$ cat config.mk
export PLATFORM = sky130hd
export DESIGN_NAME = stack_ctrl
export DESIGN_NICKNAME = d
export VERILOG_FILES = /design/src/rtl/stack_ctrl.sv
export SDC_FILE = /design/constraint.sdc
export NUM_CORES = 1
export LEC_CHECK = 0
export ABC_AREA = 1
export BUFFER_PORTS_ARGS = -buffer_cell sky130_fd_sc_hd__buf_2
export CAP_MARGIN = 0
export CORE_UTILIZATION = 50
export CTS_CLUSTER_DIAMETER = 150
export DETAILED_ROUTE_END_ITERATION = 12
export MAX_ROUTING_LAYER = met4
export PLACE_DENSITY = 0.83
export SLEW_MARGIN = 40
export SYNTH_ARGS = -nofsm -noshare
export SYNTH_HDL_FRONTEND = slang
export SYNTH_SLANG_ARGS = --single-unit
$ cat constraint.sdc
create_clock -name clk -period 4.1 [get_ports clk]
set_input_delay 0.41 -clock clk [delete_from_list [all_inputs] [get_ports clk]]
set_output_delay 0.41 -clock clk [all_outputs]
set_load 0.01 [all_outputs]
$ cat src/rtl/stack_ctrl.sv
// ---------------------------------------------------------------------------
// stack_ctrl
//   Sequencer between the control unit and the stack pointer register (SP).
//   Accepts push/pop requests, drives the data-memory stack segment and
//   produces new_top, which SP loads on every clock edge. new_top therefore
//   mirrors sp_top on every cycle that does not move the pointer.
//
//   Optional feature: define STACK_BOUNDS_CHECK_EN to reject pushes into a
//   full stack and pops from an empty one (sticky err, cleared by err_clr).
//   Without it, sp_top +/- 1 wraps modulo 2^DW and err is tied low.
//
// Ports
//   clk        system clock, rising edge
//   rst        asynchronous active-high reset
//   req_valid  request present
//   req_ready  request can be accepted (IDLE only)
//   req_op     0 = push, 1 = pop
//   push_data  word to push, captured at accept
//   sp_top     current SP value (next free word)
//   new_top    next SP value, to SP input
//   mem_addr   data-memory word address
//   mem_we     data-memory write strobe
//   mem_re     data-memory read strobe
//   mem_wdata  data-memory write data
//   mem_rdata  data-memory read data, valid one cycle after mem_re
//   pop_data   last popped word
//   pop_valid  one-cycle pulse, pop_data updated
//   err        sticky overflow/underflow flag
//   err_clr    synchronous clear of err
//
// States
//   state  | meaning
//   IDLE   | ready for a request; new_top follows sp_top
//   PUSH   | write latched word at sp_top, advance SP
//   POP_RD | read word at sp_top-1, retreat SP
//   POP_WB | capture read data; pop_valid pulses next cycle
// ---------------------------------------------------------------------------
module stack_ctrl #(
  parameter int            DW          = 32,
  parameter logic [DW-1:0] STACK_BASE  = 256,
  parameter logic [DW-1:0] STACK_LIMIT = 511
) (
  input  logic          clk,
  input  logic          rst,
  input  logic          req_valid,
  output logic          req_ready,
  input  logic          req_op,
  input  logic [DW-1:0] push_data,
  input  logic [DW-1:0] sp_top,
  output logic [DW-1:0] new_top,
  output logic [DW-1:0] mem_addr,
  output logic          mem_we,
  output logic          mem_re,
  output logic [DW-1:0] mem_wdata,
  input  logic [DW-1:0] mem_rdata,
  output logic [DW-1:0] pop_data,
  output logic          pop_valid,
  output logic          err,
  input  logic          err_clr
);

  localparam logic [DW-1:0] ONE = {{(DW-1){1'b0}}, 1'b1};

  typedef enum logic [1:0] {IDLE, PUSH, POP_RD, POP_WB} state_t;

  state_t        state;
  logic [DW-1:0] data_q;
  logic          ovf;
  logic          unf;

`ifdef STACK_BOUNDS_CHECK_EN
  localparam logic [DW-1:0] FULL_TOP = STACK_LIMIT + ONE;

  assign ovf = (state == PUSH)   && (sp_top == FULL_TOP);
  assign unf = (state == POP_RD) && (sp_top == STACK_BASE);

  // Setting wins over a simultaneous clear.
  always_ff @(posedge clk or posedge rst) begin
    if (rst) begin
      err <= 1'b0;
    end else if (ovf || unf) begin
      err <= 1'b1;
    end else if (err_clr) begin
      err <= 1'b0;
    end
  end
`else
  logic unused_cfg;

  assign ovf        = 1'b0;
  assign unf        = 1'b0;
  assign err        = 1'b0;
  assign unused_cfg = ^{err_clr, STACK_LIMIT};
`endif

  always_ff @(posedge clk or posedge rst) begin
    if (rst) begin
      state     <= IDLE;
      data_q    <= '0;
      pop_data  <= '0;
      pop_valid <= 1'b0;
    end else begin
      pop_valid <= 1'b0;
      case (state)
        IDLE: begin
          if (req_valid) begin
            data_q <= push_data;
            state  <= req_op ? POP_RD : PUSH;
          end
        end
        PUSH: state <= IDLE;
        // A rejected pop has nothing to write back.
        POP_RD: state <= unf ? IDLE : POP_WB;
        POP_WB: begin
          pop_data  <= mem_rdata;
          pop_valid <= 1'b1;
          state     <= IDLE;
        end
        default: state <= IDLE;
      endcase
    end
  end

  // The memory strobes and new_top are decoded from state and the live
  // sp_top rather than registered: SP loads every cycle, so new_top has to
  // follow sp_top in the same cycle, and decoding from the asynchronously
  // reset state makes the strobes fall the instant rst rises.
  always_comb begin
    mem_we    = 1'b0;
    mem_re    = 1'b0;
    mem_addr  = '0;
    mem_wdata = '0;
    new_top   = sp_top;
    if (rst) begin
      new_top = STACK_BASE;
    end else begin
      case (state)
        PUSH: begin
          if (!ovf) begin
            mem_we    = 1'b1;
            mem_addr  = sp_top;
            mem_wdata = data_q;
            new_top   = sp_top + ONE;
          end
        end
        POP_RD: begin
          if (!unf) begin
            mem_re   = 1'b1;
            mem_addr = sp_top - ONE;
            new_top  = sp_top - ONE;
          end
        end
        default: ;
      endcase
    end
  end

  assign req_ready = (state == IDLE) && !rst;

endmodule

Word level (Yosys, flattened, before mapping)
Index checks and enable logic that the tools add are counted.
- add/sub/neg operators: 2
- equality and inequality tests: 4
- multiplexer cells: 14
- reduce and logical (&&, ||, !) cells: 5
- operators with widths (operator ; count):
    $mux 32 ; 4
    $pmux 32 s2 ; 2
    $add 32x1->32 const B ; 1
    $sub 32x1->32 const B ; 1
    $pmux 2 s3 ; 1
    $mux 1 ; 5
    $eq 2x2->1 const B ; 2
    $mux 2 ; 2
    $eq 2x1->1 const B ; 1
    $logic_not 2->1 ; 1
    $ne 2x2->1 const B ; 1
    $reduce_and 2->1 ; 1
    $reduce_or 2->1 ; 1
    $logic_and 1x1->1 ; 1
    $logic_not 1->1 ; 1
- register bits after elaboration: 67
- input bits: 101
- output and inout bits: 133
- logic and storage cells: 29

Depth between registers and ports, before layout
- depth after elaboration: 3
- gate-level depth with buffers: 12
- mapped depth without buffers: 12

Least setup slack after synthesis
OpenSTA, ideal clock, no wires.
- path type: input to output
- start point: input port rst
- end point: output port mem_addr[1]
- arrival: 2.949 ns
- data required time: 3.690 ns
- slack: 0.741 ns
- stages on the path: 4
- path buffers: 1
- cells stage by stage: clkinv_1 nand2_1 clkbuf_1 nor2_1
- word-level cells in the longest chain between the ends: 1
- RTL lines (element ; line ; RTL):
    start: declaration ; 44 ; input logic rst,
    $mux 32 ; 134 ; if (rst) begin
    end: declaration ; 51 ; output logic [DW-1:0] mem_addr,
Every way passes these cells.

Final worst setup path
- start point: register state[0]
- end point: output port new_top[3]
- word-level cells in the longest chain between the ends: 3
- elaborated cells between the ends (all ways): 4
- those cells by class: eq/ne: 2; mux: 2
- RTL lines (element ; line ; RTL):
    start: declaration ; 66 ; state_t state;
    start signal: assignment ; 108 ; state <= req_op ? POP_RD : PUSH;
    start signal: assignment ; 113 ; POP_RD: state <= unf ? IDLE : POP_WB;
    $eq 2x2->1 / $eq 2x1->1 (equally long branches) ; 137 ; case (state)
    $pmux 32 s2 (*) ; 137 ;
    $mux 32 (*) ; 134 ;
    end: declaration ; 50 ; output logic [DW-1:0] new_top,
Every way passes the cells marked *; elsewhere a longest branch is shown, timed or not.

==> summary.md <==
| Metric | Value |
|---|---|
| Status | finished, final reports clean |
| Area Growth Syn to Fin | 24.4% |
| Yosys top cell area share | 0.286 |
| CTS Buf Count | 9 |
| Max-capacitance violation count | 0 |
| Net count after synthesis | 1,034 |
| CP bufs+invs | 6 |
| Final setup viols | 0 |
| P per Cell Area | 650 nW/um^2 |
| Worst-Margin Slew | 0.647 ns |
| Sequential fraction of the synthesis area | 0.286 |
| Ys async rst share | 1.00 |
| CP max-delay cell | clkinv_1 |
| Post-synth top cells | 201 x nand2_1, 171 x nor2_1, 104 x inv_1 |
| Max stage delay on crit path | 0.41 ns |
| Final min period | 3.11 ns |
| Max-slew headroom | 0.568 |
| Skew final | approximately 0.007 ns |
| Drc violations | 0 |
| Share of cells above drive strength 1 | 0.293 |
| Final Wtd Congestion | 0.998 |
| Die footprint | 12,200 sq um |
| Post-route ant nets | 0 |
| Num Clock Sinks | 67 |
| Vias in the first global route | 6,010 |
| First-pass GRT wire length | 28,900 microns |
| Fin Hold WS | 0.316 ns |
| Slew Viols, Final | 0 |
| Final critical-path share of the clock period | 0.757 |
| EDFF count, synth | 0 |
| Post-route setup TNS | 0 ns |
| Diode count | 0 |
| Port bufs | 231 |
| Yosys warns | 0 |
| Cell with the most instances after synthesis | nand2_1 |
| Lkg Pwr | 3.89 nW |
| Critical Path AT | 2.70 ns |
| Core area | between 10,000 and 15,000 sq um |
| Req. time, crit path | ~3.7 ns |
| Initial core utilization | 0.513 |
| Rows | 39 |
| Synth top area cells | dfrtp_1 29%, nand2_1 13%, nor2_1 11% |
| Worst VDD drop | 0.000569 V |
| Chip width | 110 microns |
| Nets | 1,230 |
| Clock buffer depth | 2 |
| Post-Syn Instances | 926 |
| Critical path class | reg2out |
| Kind of start point of the critical path | flop |
| DR pass1 iterations | 5 |
| Wirelength per Cell | 14.8 microns |
| Ys flop type | dfrtp_1 |
| Vias | 6,784 |
| Hpwl dp | around 14,000 microns |
| Mean number of vias per cell | 5.34 |
| Final hold violation count | 0 |
| DIE HEIGHT | 110 microns |
| Crit end category | output port |
| WL final | about 19,000 microns |
| CP Cell Sequence | inv_1, ha_1, buf_4, clkinv_1, buf_4, a21oi_1, a21oi_1, o21ai_0, inv_1, buf_2 |
| Post-Layout Cell Count | 1,270 |
| Worst min path class | in2reg |
| CTS tree | yes |
| Initial drt markers | 786 |
| Post-CTS setup buffers | 0 |
| Largest net degree at the start of global routing | 76 |
| # IOs | 234 |
| Clk slew on worst S/H paths | 0.06 ns |
| Dominant cell type by area after synthesis | dfrtp_1 |
| Fmax | roughly 320 MHz |
| Fillers | 1,092 |
| Clock Latency Late Sink | about 0.32 ns |
| GRT overflow | 0 |
| Htree depth | 3 |
| Post-synthesis area per instance | ~6.3 sq um |
| CTS root buffer | clkbuf_16 |
| Synth Cell Area | just under 6000 sq um |
| Initial antenna violation count | 0 |
| Seq cells post-synth | 67 |
| Placed Cells | 1,254 |
| Delay-heaviest family, CP | buffers and inverters |
| Hold_buf cts | 0 |
| Critical-path maximum fanout | 18 |
| Unrepaired setup endpoints after global routing | false |
| PostCTS Resize Cnt | 0 |
| Netlist cell types | 36 |
| GRT Total Usage | 0.314 |
==> cell type report <==
class                      instances  area, sq um  area share
multi-input combinational        694         3440       0.472
sequential                        67         1680       0.230
timing repair buffer             240         1230       0.168
inverter                         110          413      0.0566
clock buffer                      10          239      0.0328
tap                              143          179      0.0245
clock inverter                     6          113      0.0154
==> worst reg2reg max path, cell delays in order, from the launching register on <==
cell     delay (ns)
dfrtp_1        0.37
inv_1          0.10
ha_1           0.25
nand2_4        0.46
mux2_2         0.43
==> flip-flops by register name, summed over array words and instances (netlist names) <==
| signal | flops |
|---|---|
| data_q | 32 |
| pop_data | 32 |
| state | 2 |
| pop_valid | 1 |
==> routing by layer <==
| layer | wire length (microns) | global-route usage | share of wire | up-vias |
|---|---|---|---|---|
| li1 | - | - | - | 3333 |
| met1 | 7520 | 0.391 | 0.40 | 3063 |
| met2 | 9130 | 0.518 | 0.49 | 363 |
| met3 | 1920 | 0.0770 | 0.10 | 25 |
| met4 | 222 | 0.0667 | 0.012 | 0 |
| met5 | 0 | - | 0 | - |
==> cells by family (layout without fill, tap and decap cells) <==
kind of cell | count (synthesis) | count (layout) | share of synthesized area
AND/OR/NAND/NOR | 492 | 492 | 0.364
flip-flops | 67 | 67 | 0.286
multiplexers | 34 | 34 | 0.0653
other | 1 | 1 | 0.000640
buffers and inverters | 165 | 366 | 0.129
adder cells (fa/ha/maj) | 7 | 7 | 0.0149
XOR/XNOR | 4 | 4 | 0.00598
AO/OA/AOI/OAI | 156 | 156 | 0.135
==> worst paths after layout <==
| path | from | end | slack (ns) | cells after the start |
|---|---|---|---|---|
| setup / recovery | state[0]$_DFFE_PP0P_ | new_top[3] | 0.99 | 10 |
| hold / removal | mem_rdata[18] | pop_data[18]$_DFFE_PP0P_ | 0.32 | 2 |
| setup reg to reg | state[0]$_DFFE_PP0P_ | data_q[30]$_DFFE_PP0P_ | 2.37 | 4 |
| hold reg to reg | pop_data[19]$_DFFE_PP0P_ | pop_data[19]$_DFFE_PP0P_ | 0.50 | 1 |
| max in group asynchronous | rst | pop_data[17]$_DFFE_PP0P_ | 3.25 | 3 |
| min in group asynchronous | rst | data_q[16]$_DFFE_PP0P_ | 0.39 | 3 |
==> where the power goes <==
part           internal, mW  leakage, nW  total [mW]  switching, mW
logic                  1.03         2.96        2.72           1.69
clock network         0.611        0.173       0.889          0.278
registers             0.989        0.761        1.13          0.139
total                  2.63         3.89        4.74           2.11
==> cell usage in the layout (no fill, tap or decap), types with 6 or more instances in the layout <==
master / count
inv_1: 103
nor2_1: 171
inv_2: 6
mux2_2: 34
nand2_2: 9
buf_2: 231
o21ai_1: 13
clkbuf_16: 9
nor2_2: 7
a21oi_1: 103
nand3_1: 82
ha_1: 6
dfrtp_1: 67
nor2_4: 8
buf_4: 8
o21ai_0: 35
nand2_1: 199
==> metrics by stage <==
stage / util / power (mW) / area (sq um) / setup slack, ns
2_1_floorplan: - / 2.94 / 5860 / 0.741
3_3_place_gp: 0.607 / 3.74 / 6930 / 1.40
3_5_place_dp: 0.608 / 3.82 / 6940 / 1.41
4_1_cts: 0.638 / 4.74 / 7290 / 1.02
5_1_grt: 0.638 / 5.09 / 7290 / 0.886
6_report: 0.638 / 4.74 / 7290 / 0.995
No activity file was read; power rests on OpenSTA's default activity.
